===== config.mk =====
export PLATFORM = sky130hd
export DESIGN_NAME = mem_stage_unit_flat
export DESIGN_NICKNAME = d
export VERILOG_FILES = /design/src/rtl/mem_stage_unit_if.sv /design/src/rtl/mem_stage_unit.sv /design/src/flat_wrapper.sv
export SDC_FILE = /design/constraint.sdc
export NUM_CORES = 1
export LEC_CHECK = 0
export BUFFER_PORTS_ARGS = -buffer_cell sky130_fd_sc_hd__buf_2
export CAP_MARGIN = 20
export CELL_PAD_IN_SITES_DETAIL_PLACEMENT = 1
export CELL_PAD_IN_SITES_GLOBAL_PLACEMENT = 1
export CORE_MARGIN = 2
export CORE_UTILIZATION = 40
export DETAILED_ROUTE_END_ITERATION = 7
export GPL_ROUTABILITY_DRIVEN = 0
export HOLD_SLACK_MARGIN = 0.05
export PLACE_DENSITY = 0.83
export SLEW_MARGIN = 10
export SYNTH_ARGS = -nofsm -noshare
export SYNTH_HDL_FRONTEND = slang
export SYNTH_SLANG_ARGS = --single-unit

===== constraint.sdc =====
create_clock -name clk -period 2.9 [get_ports clk]
set_input_delay 0.29 -clock clk [delete_from_list [all_inputs] [get_ports clk]]
set_output_delay 0.29 -clock clk [all_outputs]
set_load 0.03 [all_outputs]

===== src/rtl/mem_stage_unit_if.sv =====
// Interface bundling the EX/MEM-side controls, the data-memory bus and the
// MEM/WB-side results of mem_stage_unit.
//
// Flow control: stall_OUT is the only back-pressure signal. While it is 1 the
// producer must hold the EM register (and everything upstream) so the same
// operation is presented again next cycle. An operation is accepted on any
// rising edge where stall_OUT is 0. wb_valid_OUT is a one-cycle qualifier for
// read_data_OUT and has no ready counterpart; the consumer must take it then.
//
// state_dbg mirrors the internal FSM state (0 = IDLE, 1 = SECOND).
interface mem_stage_unit_if #(
    parameter int ADDR_W = 11
) ();
    logic              mem_read_IN;
    logic              mem_write_IN;
    logic              push_IN;
    logic              pop_IN;
    logic              wide_IN;
    logic [15:0]       address_IN;
    logic [15:0]       result_IN;
    logic [15:0]       reg_dst_value_IN;
    logic [31:0]       sp_IN;
    logic              sp_sel_IN;
    logic [15:0]       dmem_rdata;
    logic [ADDR_W-1:0] dmem_addr;
    logic [15:0]       dmem_wdata;
    logic              dmem_we;
    logic [31:0]       read_data_OUT;
    logic [31:0]       sp_OUT;
    logic              wb_valid_OUT;
    logic              stall_OUT;
    logic              exc_OUT;
    logic              state_dbg;

    // Memory stage side
    modport slave (
        input  mem_read_IN, mem_write_IN, push_IN, pop_IN, wide_IN,
        input  address_IN, result_IN, reg_dst_value_IN, sp_IN, sp_sel_IN,
        input  dmem_rdata,
        output dmem_addr, dmem_wdata, dmem_we,
        output read_data_OUT, sp_OUT, wb_valid_OUT, stall_OUT, exc_OUT,
        output state_dbg
    );

    // Pipeline / memory side
    modport master (
        output mem_read_IN, mem_write_IN, push_IN, pop_IN, wide_IN,
        output address_IN, result_IN, reg_dst_value_IN, sp_IN, sp_sel_IN,
        output dmem_rdata,
        input  dmem_addr, dmem_wdata, dmem_we,
        input  read_data_OUT, sp_OUT, wb_valid_OUT, stall_OUT, exc_OUT,
        input  state_dbg
    );
endinterface


===== src/rtl/mem_stage_unit.sv =====
// mem_stage_unit: memory stage behind the EX/MEM register.
// Decodes EM control bits (priority sp_sel > push > pop > mem_write > mem_read),
// drives a 16-bit data memory, keeps the 32-bit stack pointer (grows down,
// points at the next free word) and splits 32-bit accesses into two word
// cycles, stalling upstream during the first one.
// Optional feature: define MEM_BOUNDS_CHECK_EN to block and flag accesses
// whose address has bits set above ADDR_W.
module mem_stage_unit #(
    parameter int          ADDR_W   = 11,
    parameter logic [31:0] SP_RESET = 32'h0000_07FF
) (
    input  logic            clk,
    input  logic            reset,
    mem_stage_unit_if.slave em
);

    typedef enum logic {
        IDLE   = 1'b0,
        SECOND = 1'b1
    } state_t;

    typedef enum logic [2:0] {
        OP_NONE,
        OP_LDSP,
        OP_PUSH,
        OP_POP,
        OP_STORE,
        OP_LOAD
    } op_t;

    state_t      state_q, state_d;
    op_t         op_in;
    op_t         op_q, op_d;
    logic [15:0] hi_q, hi_d;
    logic [15:0] lo_q, lo_d;
    logic [15:0] addr_q, addr_d;
    logic [31:0] sp_q, sp_d;
    logic [31:0] rd_q, rd_d;
    logic        wb_q, wb_d;

    logic [31:0] acc_addr;
    logic        access;
    logic        we_c;
    logic [15:0] wdata_c;
    logic        stall_c;

`ifdef MEM_BOUNDS_CHECK_EN
    logic        fault;
    logic        exc_q;
`else
    logic        unused_upper;
`endif

    // Priority decode of the EM control bits; lower-priority bits are dropped
    always_comb begin
        op_in = OP_NONE;
        if (em.sp_sel_IN)         op_in = OP_LDSP;
        else if (em.push_IN)      op_in = OP_PUSH;
        else if (em.pop_IN)       op_in = OP_POP;
        else if (em.mem_write_IN) op_in = OP_STORE;
        else if (em.mem_read_IN)  op_in = OP_LOAD;
    end

    // Next-state, memory bus and result computation for both FSM states
    always_comb begin
        state_d  = state_q;
        op_d     = op_q;
        hi_d     = hi_q;
        lo_d     = lo_q;
        addr_d   = addr_q;
        sp_d     = sp_q;
        rd_d     = rd_q;
        wb_d     = 1'b0;
        acc_addr = 32'd0;
        access   = 1'b0;
        we_c     = 1'b0;
        wdata_c  = 16'd0;
        stall_c  = 1'b0;
`ifdef MEM_BOUNDS_CHECK_EN
        fault    = 1'b0;
`endif

        if (state_q == IDLE) begin
            case (op_in)
                OP_LDSP: begin
                    sp_d = em.sp_IN;
                end
                OP_PUSH: begin
                    // Wide push stores the high word first, at the top slot
                    access   = 1'b1;
                    acc_addr = sp_q;
                    we_c     = 1'b1;
                    wdata_c  = em.wide_IN ? em.result_IN : em.reg_dst_value_IN;
                    if (!em.wide_IN) sp_d = sp_q - 32'd1;
                end
                OP_POP: begin
                    access   = 1'b1;
                    acc_addr = sp_q + 32'd1;
                    if (!em.wide_IN) begin
                        rd_d = {16'h0000, em.dmem_rdata};
                        wb_d = 1'b1;
                        sp_d = sp_q + 32'd1;
                    end
                end
                OP_STORE: begin
                    access   = 1'b1;
                    acc_addr = {16'h0000, em.address_IN};
                    we_c     = 1'b1;
                    wdata_c  = em.reg_dst_value_IN;
                end
                OP_LOAD: begin
                    access   = 1'b1;
                    acc_addr = {16'h0000, em.address_IN};
                    if (!em.wide_IN) begin
                        rd_d = {16'h0000, em.dmem_rdata};
                        wb_d = 1'b1;
                    end
                end
                default: ;
            endcase

            // Wide memory op: latch everything the second cycle needs, since
            // the EM inputs are not trusted during SECOND
            if (em.wide_IN && (op_in != OP_NONE) && (op_in != OP_LDSP)) begin
                state_d = SECOND;
                stall_c = 1'b1;
                op_d    = op_in;
                hi_d    = em.result_IN;
                addr_d  = em.address_IN;
                lo_d    = ((op_in == OP_POP) || (op_in == OP_LOAD)) ?
                          em.dmem_rdata : em.reg_dst_value_IN;
            end
        end else begin
            state_d = IDLE;
            case (op_q)
                OP_PUSH: begin
                    access   = 1'b1;
                    acc_addr = sp_q - 32'd1;
                    we_c     = 1'b1;
                    wdata_c  = lo_q;
                    sp_d     = sp_q - 32'd2;
                end
                OP_POP: begin
                    access   = 1'b1;
                    acc_addr = sp_q + 32'd2;
                    rd_d     = {em.dmem_rdata, lo_q};
                    wb_d     = 1'b1;
                    sp_d     = sp_q + 32'd2;
                end
                OP_STORE: begin
                    access   = 1'b1;
                    acc_addr = {16'h0000, addr_q + 16'd1};
                    we_c     = 1'b1;
                    wdata_c  = hi_q;
                end
                OP_LOAD: begin
                    access   = 1'b1;
                    acc_addr = {16'h0000, addr_q + 16'd1};
                    rd_d     = {em.dmem_rdata, lo_q};
                    wb_d     = 1'b1;
                end
                default: ;
            endcase
        end

`ifdef MEM_BOUNDS_CHECK_EN
        // Out-of-range access: suppress the write, drop any wide op and
        // leave architectural state (SP, read data) untouched
        fault = access && (acc_addr[31:ADDR_W] != '0);
        if (fault) begin
            we_c    = 1'b0;
            stall_c = 1'b0;
            state_d = IDLE;
            sp_d    = sp_q;
            rd_d    = rd_q;
            wb_d    = 1'b0;
        end
`endif
    end

`ifndef MEM_BOUNDS_CHECK_EN
    // Upper address bits are intentionally dropped without a check
    assign unused_upper = ^{access, acc_addr[31:ADDR_W]};
`endif

    // FSM state register; reset aborts any wide op in flight
    always_ff @(posedge clk or negedge reset) begin
        if (!reset) state_q <= IDLE;
        else        state_q <= state_d;
    end

    // Latched operands, stack pointer and registered results
    always_ff @(posedge clk or negedge reset) begin
        if (!reset) begin
            op_q   <= OP_NONE;
            hi_q   <= 16'd0;
            lo_q   <= 16'd0;
            addr_q <= 16'd0;
            sp_q   <= SP_RESET;
            rd_q   <= 32'd0;
            wb_q   <= 1'b0;
        end else begin
            op_q   <= op_d;
            hi_q   <= hi_d;
            lo_q   <= lo_d;
            addr_q <= addr_d;
            sp_q   <= sp_d;
            rd_q   <= rd_d;
            wb_q   <= wb_d;
        end
    end

`ifdef MEM_BOUNDS_CHECK_EN
    // One-cycle exception pulse for a blocked access
    always_ff @(posedge clk or negedge reset) begin
        if (!reset) exc_q <= 1'b0;
        else        exc_q <= fault;
    end
    assign em.exc_OUT = exc_q;
`else
    assign em.exc_OUT = 1'b0;
`endif

    // Write enable is gated by reset so nothing is written while it is held
    assign em.dmem_we       = we_c & reset;
    assign em.dmem_addr     = acc_addr[ADDR_W-1:0];
    assign em.dmem_wdata    = wdata_c;
    assign em.stall_OUT     = stall_c;
    assign em.read_data_OUT = rd_q;
    assign em.sp_OUT        = sp_q;
    assign em.wb_valid_OUT  = wb_q;
    assign em.state_dbg     = state_q;

endmodule


===== src/flat_wrapper.sv =====
// flat-port wrapper written by rule: the top's interface ports become plain ports
module mem_stage_unit_flat 
#(
    parameter int          ADDR_W   = 11,
    parameter logic [31:0] SP_RESET = 32'h0000_07FF
)
  (clk, reset, em_mem_read_IN, em_mem_write_IN, em_push_IN, em_pop_IN, em_wide_IN, em_address_IN, em_result_IN, em_reg_dst_value_IN, em_sp_IN, em_sp_sel_IN, em_dmem_rdata, em_dmem_addr, em_dmem_wdata, em_dmem_we, em_read_data_OUT, em_sp_OUT, em_wb_valid_OUT, em_stall_OUT, em_exc_OUT, em_state_dbg);
  mem_stage_unit_if #(.ADDR_W(ADDR_W)) em_i ();
  input  logic clk;
  input  logic reset;
  input wire logic [$bits(em_i.mem_read_IN)-1:0] em_mem_read_IN;
  input wire logic [$bits(em_i.mem_write_IN)-1:0] em_mem_write_IN;
  input wire logic [$bits(em_i.push_IN)-1:0] em_push_IN;
  input wire logic [$bits(em_i.pop_IN)-1:0] em_pop_IN;
  input wire logic [$bits(em_i.wide_IN)-1:0] em_wide_IN;
  input wire logic [$bits(em_i.address_IN)-1:0] em_address_IN;
  input wire logic [$bits(em_i.result_IN)-1:0] em_result_IN;
  input wire logic [$bits(em_i.reg_dst_value_IN)-1:0] em_reg_dst_value_IN;
  input wire logic [$bits(em_i.sp_IN)-1:0] em_sp_IN;
  input wire logic [$bits(em_i.sp_sel_IN)-1:0] em_sp_sel_IN;
  input wire logic [$bits(em_i.dmem_rdata)-1:0] em_dmem_rdata;
  output wire logic [$bits(em_i.dmem_addr)-1:0] em_dmem_addr;
  output wire logic [$bits(em_i.dmem_wdata)-1:0] em_dmem_wdata;
  output wire logic [$bits(em_i.dmem_we)-1:0] em_dmem_we;
  output wire logic [$bits(em_i.read_data_OUT)-1:0] em_read_data_OUT;
  output wire logic [$bits(em_i.sp_OUT)-1:0] em_sp_OUT;
  output wire logic [$bits(em_i.wb_valid_OUT)-1:0] em_wb_valid_OUT;
  output wire logic [$bits(em_i.stall_OUT)-1:0] em_stall_OUT;
  output wire logic [$bits(em_i.exc_OUT)-1:0] em_exc_OUT;
  output wire logic [$bits(em_i.state_dbg)-1:0] em_state_dbg;
  assign em_i.mem_read_IN = em_mem_read_IN;
  assign em_i.mem_write_IN = em_mem_write_IN;
  assign em_i.push_IN = em_push_IN;
  assign em_i.pop_IN = em_pop_IN;
  assign em_i.wide_IN = em_wide_IN;
  assign em_i.address_IN = em_address_IN;
  assign em_i.result_IN = em_result_IN;
  assign em_i.reg_dst_value_IN = em_reg_dst_value_IN;
  assign em_i.sp_IN = em_sp_IN;
  assign em_i.sp_sel_IN = em_sp_sel_IN;
  assign em_i.dmem_rdata = em_dmem_rdata;
  assign em_dmem_addr = em_i.dmem_addr;
  assign em_dmem_wdata = em_i.dmem_wdata;
  assign em_dmem_we = em_i.dmem_we;
  assign em_read_data_OUT = em_i.read_data_OUT;
  assign em_sp_OUT = em_i.sp_OUT;
  assign em_wb_valid_OUT = em_i.wb_valid_OUT;
  assign em_stall_OUT = em_i.stall_OUT;
  assign em_exc_OUT = em_i.exc_OUT;
  assign em_state_dbg = em_i.state_dbg;
  mem_stage_unit #(.ADDR_W(ADDR_W), .SP_RESET(SP_RESET)) u_core (.clk(clk), .reset(reset), .em(em_i));
endmodule

# Word level (Yosys, flattened, before mapping)
# Index checks and enable logic that the tools add are counted.
dict set report word_totals {
  output_inout_bits 96
  reg_bits 112
  input_bits 104
}
dict set report op_classes {
  bitwise 2
  n_addsub 5
  eq_ne 15
  n_mux 31
  n_reduce_logical 15
}
# op count
set op_table {}
lappend op_table {{32-bit 2-to-1 mux} 7}
lappend op_table {{32-bit one-hot mux with 3 select lines} 1}
lappend op_table {{11-bit one-hot mux with 3 select lines} 2}
lappend op_table {{16-bit one-hot mux with 2 select lines} 2}
lappend op_table {{32-bit one-hot mux with 2 select lines} 1}
lappend op_table {{16-bit 2-to-1 mux} 3}
lappend op_table {{32-bit by 1-bit adder with 32-bit output (second input constant)} 1}
lappend op_table {{32-bit by 2-bit adder with 32-bit output (second input constant)} 1}
lappend op_table {{32-bit by 1-bit subtractor with 32-bit output (second input constant)} 1}
lappend op_table {{32-bit by 2-bit subtractor with 32-bit output (second input constant)} 1}
lappend op_table {{3-bit 2-to-1 mux} 5}
lappend op_table {{3-bit by 2-bit == test with 1-bit output (second input constant)} 4}
lappend op_table {{3-bit == test (second input constant)} 4}
lappend op_table {{2-bit OR reduction} 6}
lappend op_table {{11-bit by 1-bit adder with 11-bit output (second input constant)} 1}
lappend op_table {{11-bit 2-to-1 mux} 1}
lappend op_table {{1-bit 2-to-1 mux} 9}
lappend op_table {{3-bit by 2-bit != test with 1-bit output (second input constant)} 2}
lappend op_table {{4-bit AND reduction} 1}
lappend op_table {{4-bit nonzero test} 1}
lappend op_table {{3-bit by 1-bit == test with 1-bit output (second input constant)} 1}
lappend op_table {{3-bit by 1-bit != test with 1-bit output (second input constant)} 1}
lappend op_table {{3-bit != test (second input constant)} 1}
lappend op_table {{3-bit AND reduction} 1}
lappend op_table {{9 further kinds} 10}

# Logic depth before layout (Yosys ltp)
# Gate-level depths: netlist of run 1.
dict set report logic_depth {
  ltp_word 10
  mapped_depth 9
}

# Least setup slack after synthesis of run 1
# Ideal clock, no wire load.
dict set report synth_path {
  kind {reg-to-output}
  start {register u_core.sp_q[2], in the netlist u_core.em.sp_OUT[2]}
  end {output em_dmem_addr[9]}
  required_time_ns 2.610
  arrival_time_ns 2.649
  path_slack_ns -0.039
  path_stages_with_launch 9
  cell_sequence {dfstp_2 -> clkbuf_1 -> inv_1 -> ha_1 -> nor4b_1 -> nand2_1 -> o22ai_1 -> xnor2_1 -> o21ai_0}
}
dict set report synth_via {
  elab_chain_cells 3
  word_cells_on_any_way 6
}
# element line
set synth_lines {}
lappend synth_lines {{from (decl)} mem_stage_unit.sv:37} ;# logic [31:0] sp_q, sp_d;
lappend synth_lines {{from (signal assigned)} mem_stage_unit.sv:207} ;# sp_q <= sp_d;
lappend synth_lines {{32-bit by 1-bit adder with 32-bit output (tied with other cells)} mem_stage_unit.sv:98} ;# acc_addr = sp_q + 32'd1;
lappend synth_lines {{11-bit one-hot mux with 3 select lines (on tied branches)} {mem_stage_unit.sv:84, mem_stage_unit.sv:135}}
lappend synth_lines {{11-bit 2-to-1 mux *} mem_stage_unit.sv:83} ;# if (state_q == IDLE) begin
lappend synth_lines {{to (decl)} flat_wrapper.sv:22} ;# output wire logic [$bits(em_i.dmem_addr)-1:0] em_dmem_addr;
# Every way passes the cells marked *; elsewhere a longest branch is shown, timed or not.

# Worst setup path after layout of run 1
dict set report layout_path {
  start {register u_core.sp_q[1], in the netlist u_core.em.sp_OUT[1]}
  end {output em_dmem_addr[9]}
}
# Same word-level chain as after synthesis.

==> results of run 1 <==
cell families (layout without fill, tap and decap cells):
kind of cell | count (synthesis) | count (layout) | synth area share (%)
fa+ha+maj | 5 | 5 | 0.733
other cells | 1 | 3 | 0.0440
xor+xnor | 55 | 55 | 5.65
buf+inv | 107 | 296 | 5.09
flops | 112 | 112 | 33.0
compound gates | 285 | 285 | 22.3
mux | 89 | 89 | 10.9
simple gates | 391 | 391 | 22.3
how the worst max path moves through the flow:
stage | to | slack (ps) | cells after the start | start
2_1_floorplan | em_dmem_addr[10] | 130 | 7 | u_core.em.sp_OUT[5]
3_3_place_gp | u_core.addr_q[2] | 170 | 7 | em_push_IN
3_5_place_dp | u_core.addr_q[2] | 130 | 7 | em_push_IN
4_1_cts | em_dmem_addr[10] | 10 | 7 | u_core.em.sp_OUT[3]
5_1_grt | em_dmem_addr[7] | -10 | 9 | u_core.em.sp_OUT[1]
6_report | em_dmem_addr[9] | 100 | 8 | u_core.em.sp_OUT[1]
flip-flops by register name (all words and copies together) (netlist names):
register,cells
u_core.em.sp_OUT,32
u_core.em.state_dbg,1
u_core.hi_q,16
u_core.em.read_data_OUT,32
u_core.em.wb_valid_OUT,1
u_core.addr_q,11
u_core.lo_q,16
u_core.op_q,3
where the power goes:
group | switching (mW) | total, mW | leakage (nW) | internal, mW
registers | 0.501 | 2.46 | 1.33 | 1.96
clock network | 0.688 | 1.28 | 0.130 | 0.596
logic | 1.91 | 2.98 | 3.08 | 1.07
timing repair:
action / 4_1_cts / 5_1_grt
setup endpoints to repair: 5 / 6
pin swaps: 0 / 1
setup buffers: 5 / 0
gates resized for setup: 6 / 11
cell type report:
type	instances	share of cell area [%]
Multi-Input combinational cell	826	51.4
Sequential cell	112	27.1
Timing Repair Buffer	267	14.9
Tap cell	275	3.31
Clock buffer	9	2.16
Clock inverter	6	0.505
Inverter	14	0.505
Antenna cell	2	0.0481
cell usage in the layout, fill, tap and decap left out, drive strengths merged, types with 25 or more instances in the layout:
cell type / netlist / final
o21ai: 65 / 65
xor2: 30 / 30
a21oi: 59 / 59
mux2i: 58 / 58
buf: 26 / 267
xnor2: 25 / 25
a22oi: 47 / 47
mux2: 31 / 31
nand2: 115 / 115
dfrtp: 101 / 101
nor3: 36 / 36
nand3: 42 / 42
nor2: 89 / 89
routing by layer:
metal | vias to the layer above | track usage (%) | share of wire, %
met5 | - | 0 | 0.046
met4 | 2 | 11.8 | 3.3
met3 | 87 | 6.62 | 8.5
met2 | 424 | 50.4 | 47
met1 | 4636 | 39.0 | 41
li1 | 4252 | - | -
through the flow:
| stage | setup WS [ps] | instances | setup TNS (ps) | instance area [um2] | utilization, % |
|---|---|---|---|---|---|
| after CTS | 13.5 | 1508 | 0 | 10300 | 49.3 |
| after global placement | 172 | 1488 | 0 | 10000 | 47.7 |
| after floorplan | 134 | 1045 | 0 | 8530 | - |
| final | 97.6 | 1511 | 0 | 10400 | 49.7 |
| after global routing | -10.1 | 1509 | -10.1 | 10400 | 49.6 |
| after detailed placement | 131 | 1488 | 0 | 10000 | 47.7 |
==> metrics.cfg, run 1 <==
[critical_path]
crit_type = reg -> out
r2r-start = u_core.em.sp_OUT[10]
critPathBufInv = 2
crit_path_end_kind = primary output
critPathRequiredTime_ps = 2610
worst_r2r_endpoint = u_core.em.sp_OUT[17]
crit_path_max_incr_delay_ps = 410
cpMaxStageDelayCell = dfstp_2
cp_max_fo = 8
crit_chain = inv_1, ha_1, nor4b_2, nand2_2, o22ai_1, xnor2_1, o21ai_1, buf_2
rr_worst_depth = 6
reg2reg_slack_ps = 240
startpoint_type = flip-flop
critPathTopFamily = simple AND/OR/NAND/NOR gates
worst_ep_arrival_time_ps = 2510

[sta]
setup_viol_count_final = 0
rsz0062_at_grt = true
hold_violations = 0
max_freq_ghz = 0.357
period_needed_ps = 2800
skew_ps = 13.6
period_share_pct = 96.6
worstMarginPinSlew_ps = 1010
holdWs_ps = 133
slew_headroom_pct = 32.6
report.final.slew_viol_count = 0

[logic_synthesis]
post_synth.cell_area_avg_um2 = 8.16
syn_nets = 1154
synth_top_flop_cell = dfrtp_1
ys_ff_latch = 112
synth_edf_count = 0
seq_area_frac_synth_pct = 33.0
synth_top_area_share_pct = 29.6
synth_most_common_cell = nand2_1
ys_async_sr_fraction_pct = 100
syn_inst = 1045
netlist_area_mm2 = 0.00853
synth_top_area_cell = dfrtp_1
synthTopCellsByArea = dfrtp_1 30%, mux2i_1 6.8%, nand2_1 5.1%
yosys-top-cells-count = 115 x nand2_1, 101 x dfrtp_1, 89 x nor2_1, 67 x clkbuf_1, 62 x o21ai_0
ys.warnings.count = 0
ys_types = 69

[power]
powerDensity_mw_per_mm2 = 646
vdd_drop_max_v = 0.000298
power_mw = 6.72
leakagePower_nw = 4.54

[route]
dr_total_vias = 9401
wl_um = 34400
vias_per_cell = 6.22
drtIter0Drc = 822
drc = 0
detail_route.first_pass.iterations = 5
wl_per_cell_um = 22.8
ant_nets = 0

[clocking]
cts_inserted_buffers = 9
cts_sinks = 112
root_buffer = clkbuf_16
clk_pin_slew_worst_paths_ps = 90
cts_hold_buffers = 0
htreeDepth = 3
worstSkewPairLatency_ps = 370
clockBufferDepth = 2
cts_tree = yes

[die]
die_x_um = 150
die_h_um = 150
die-area_mm2 = 0.0225
num_rows = 53
core_area_mm2 = 0.0210
io_pins = 200
initial_core_util_pct = 40.7

[grt]
grt_overflow_total = 0
grt_max_degree = 67
grt_first_pass_wirelength_um = 53400
antenna_found_initial = 3
grt_pass1_vias = 9646
grtUsageTotal_pct = 30.5

[cells_and_area]
multi_input_area_mm2 = 0.00535
nFillCells = 2607
synthToLayoutAreaGrowth_pct = 22.0
nets = 1339
drive_gt1_share_pct = 28.7
seq_area_mm2 = 0.00282

[run]
maxCapViolations = 0

[placement]
io_buffers = 193
dp_hpwl_um = 25200

[hold_path]
holdCritPathClass = in -> async

[run_status]
run_status = complete, no violations

No activity file was read; power rests on OpenSTA's default activity.
==> inputs of run 2 (changes only) <==
- GPL_ROUTABILITY_DRIVEN: 0 -> default
- PLACE_DENSITY: 0.83 -> 0.85
==> run 2 against run 1 <==
- wire length up 3.1%
- critical path depth unchanged
- first-iteration DRC count up 2.3%
- cell area up 1.1%
==> metrics.cfg, run 2 (same netlist as run 1, synthesis figures left out) <==
[clocking]
cts_hold_buffers = 0  ; unchanged
clk_pin_slew_worst_paths_ps = 80  ; about the same
clockBufferDepth = 2  ; unchanged
root_buffer = clkbuf_16
worstSkewPairLatency_ps = 370  ; about the same
cts_tree = yes
cts_sinks = 112  ; unchanged
cts_inserted_buffers = 9  ; unchanged
htreeDepth = 3  ; unchanged

[power]
p_int_mw = 3.67  ; +1.2%
sw_frac_of_total_pct = 46.3  ; +0.19 points
p_clk_share_pct = 19.4  ; +0.3 points
powerDensity_mw_per_mm2 = 649  ; +0.49%
vdd_drop_max_v = 0.000330  ; +11%
p_sw_mw = 3.16  ; +2.0%
combPwrFrac_pct = 44.6  ; +0.3 points
pwr-share-seq_pct = 35.9  ; -0.7 points
power_mw = 6.83  ; +1.6%
leakagePower_nw = 4.60  ; +1.2%

[cells_and_area]
nFillCells = 2600  ; -0.27%
seq_area_mm2 = 0.00283  ; +0.18%
fin_area_mm2 = 0.0105  ; +1.1%
final_common_cell = buf_2
layout_common_cells = 190 x buf_2, 115 x nand2_1, 100 x dfrtp_1
synthToLayoutAreaGrowth_pct = 23.3
nets = 1347  ; +0.60%
drive_gt1_share_pct = 29.2  ; +0.52 points
multi_input_area_mm2 = 0.00535  ; about the same

[sta]
max_freq_ghz = 0.347  ; -2.7%
period_needed_ps = 2880  ; +78.1 ps
skew_ps = 12.4  ; -1.17 ps
fin_setup_tns_ps = 0  ; unchanged
worstMarginPinSlew_ps = 885  ; -127 ps
setup_viol_count_final = 0  ; unchanged
hold_violations = 0  ; unchanged
report.final.slew_viol_count = 0  ; unchanged
period_share_pct = 99.3  ; +2.7 points
slew_headroom_pct = 41.0  ; +8.5 points

[grt]
grt_overflow_total = 0  ; unchanged
antenna_found_initial = 5  ; +2
grt_pass1_vias = 9780  ; +1.4%
grt_max_degree = 70  ; +4.5%
grtUsageTotal_pct = 31.1  ; +0.63 points
grt_first_pass_wirelength_um = 54700  ; +2.4%

[die]
io_pins = 200  ; unchanged
core_area_mm2 = 0.0210  ; unchanged
die-area_mm2 = 0.0225  ; unchanged
num_rows = 53  ; unchanged
initial_core_util_pct = 40.7  ; unchanged
die_x_um = 150  ; unchanged
die_h_um = 150  ; unchanged

[critical_path]
cpMaxStageDelayCell = dfstp_2
crit_chain = ha_1, and3_2, nand3_1, xnor2_1, a222oi_1, o22a_1, o21ai_1, buf_2
crit_path_end_kind = primary output
rr_worst_depth = 9  ; +3
crit_type = reg -> out
critPathRequiredTime_ps = 2610  ; about the same
startpoint_type = flip-flop
r2r-start = u_core.em.sp_OUT[1]
cp_max_fo = 5  ; -3
critPathBufInv = 1  ; -1
worst_r2r_endpoint = u_core.em.sp_OUT[28]
critPathTopFamily = flip-flops
crit_path_max_incr_delay_ps = 610  ; +200 ps
reg2reg_slack_ps = 160  ; -80 ps
worst_ep_arrival_time_ps = 2590  ; +80 ps

[route]
ant_nets = 0  ; unchanged
wl_um = 35500  ; +3.1%
dr_total_vias = 9496  ; +1.0%
vias_per_cell = 6.24  ; +0.35%
drtIter0Drc = 841  ; +2.3%
wl_per_cell_um = 23.3  ; +2.4%
detail_route.first_pass.iterations = 8  ; +3
drc = 0  ; unchanged

[run]
maxCapViolations = 0  ; unchanged

[hold_path]
holdCritPathClass = in -> async

[placement]
io_buffers = 193  ; unchanged
place_area_mm2 = 0.0101  ; +0.88%
gp_congestion = 1.01
dp_hpwl_um = 26100  ; +3.4%

[run_status]
run_status = complete, no violations

run 2: worst max-delay path by stage:
| stage | to | startpoint | cells past startpoint | slack, ps |
|---|---|---|---|---|
| after floorplan | em_dmem_addr[10] | u_core.em.sp_OUT[5] | 7 | 130 |
| final | em_dmem_addr[9] | u_core.em.sp_OUT[1] | 8 | 20 |
| after global routing | em_dmem_addr[9] | u_core.em.sp_OUT[1] | 8 | -50 |
| after detailed placement | u_core.em.read_data_OUT[22] | em_sp_sel_IN | 8 | 70 |
| after CTS | em_dmem_addr[10] | u_core.em.sp_OUT[5] | 7 | 2 |
| after global placement | u_core.em.read_data_OUT[20] | em_sp_sel_IN | 8 | 200 |
run 2: cell type report:
| class | count | area share [%] |
|---|---|---|
| Multi-Input combinational cell | 826 | 50.8 |
| Tap cell | 275 | 3.27 |
| Sequential cell | 112 | 26.9 |
| Timing Repair Buffer | 275 | 15.5 |
| Clock inverter | 7 | 0.809 |
| Antenna cell | 3 | 0.0714 |
| Clock buffer | 9 | 2.14 |
| Inverter | 14 | 0.535 |
run 2: worst reg2reg max path, delay by kind of cell (launching register included):
| kind | cells | cell delay, ps |
|---|---|---|
| and+or+nand+nor | 3 | 810 |
| DFF | 1 | 610 |
| AOI/OAI and AO/OA | 2 | 440 |
| buffers and inverters | 2 | 340 |
| adders and majority gates | 1 | 270 |
| xor gates and xnor gates | 1 | 190 |
run 2: power by group through the flow:
stage                     Clock, mW  Combinational, mW  Sequential [mW]
after CTS                      1.35               2.99             2.42
final                          1.33               3.05             2.45
after global placement            0               2.84             2.43
after global routing           1.41               3.27             2.51
after detailed placement          0               2.93             2.47
after floorplan                   0               1.64             2.66
run 2: routing by layer:
metal	up-vias	share of wire (%)	global-route usage [%]
li1	4274	-	-
met3	71	8.6	7.80
met4	4	2.8	9.81
met1	4706	40	39.4
met5	-	0.076	0
met2	441	48	52.2
run 2: what timing repair did:
item                       CTS  global route
buffers inserted             5             2
pin swaps                    0             3
gates resized for setup      2            16
setup endpoints to repair    5            15
run 2: metrics by stage:
| step | instances | util [%] | worst slack, ps | hold slack (ps) |
|---|---|---|---|---|
| floorplan | 1045 | - | 134 | -5.59 |
| global placement | 1495 | 48.1 | 199 | 448 |
| detailed placement | 1495 | 48.1 | 71.2 | 454 |
| CTS | 1516 | 49.8 | 1.65 | 156 |
| global route | 1518 | 50.2 | -49.9 | 160 |
| finish | 1521 | 50.2 | 19.4 | 155 |
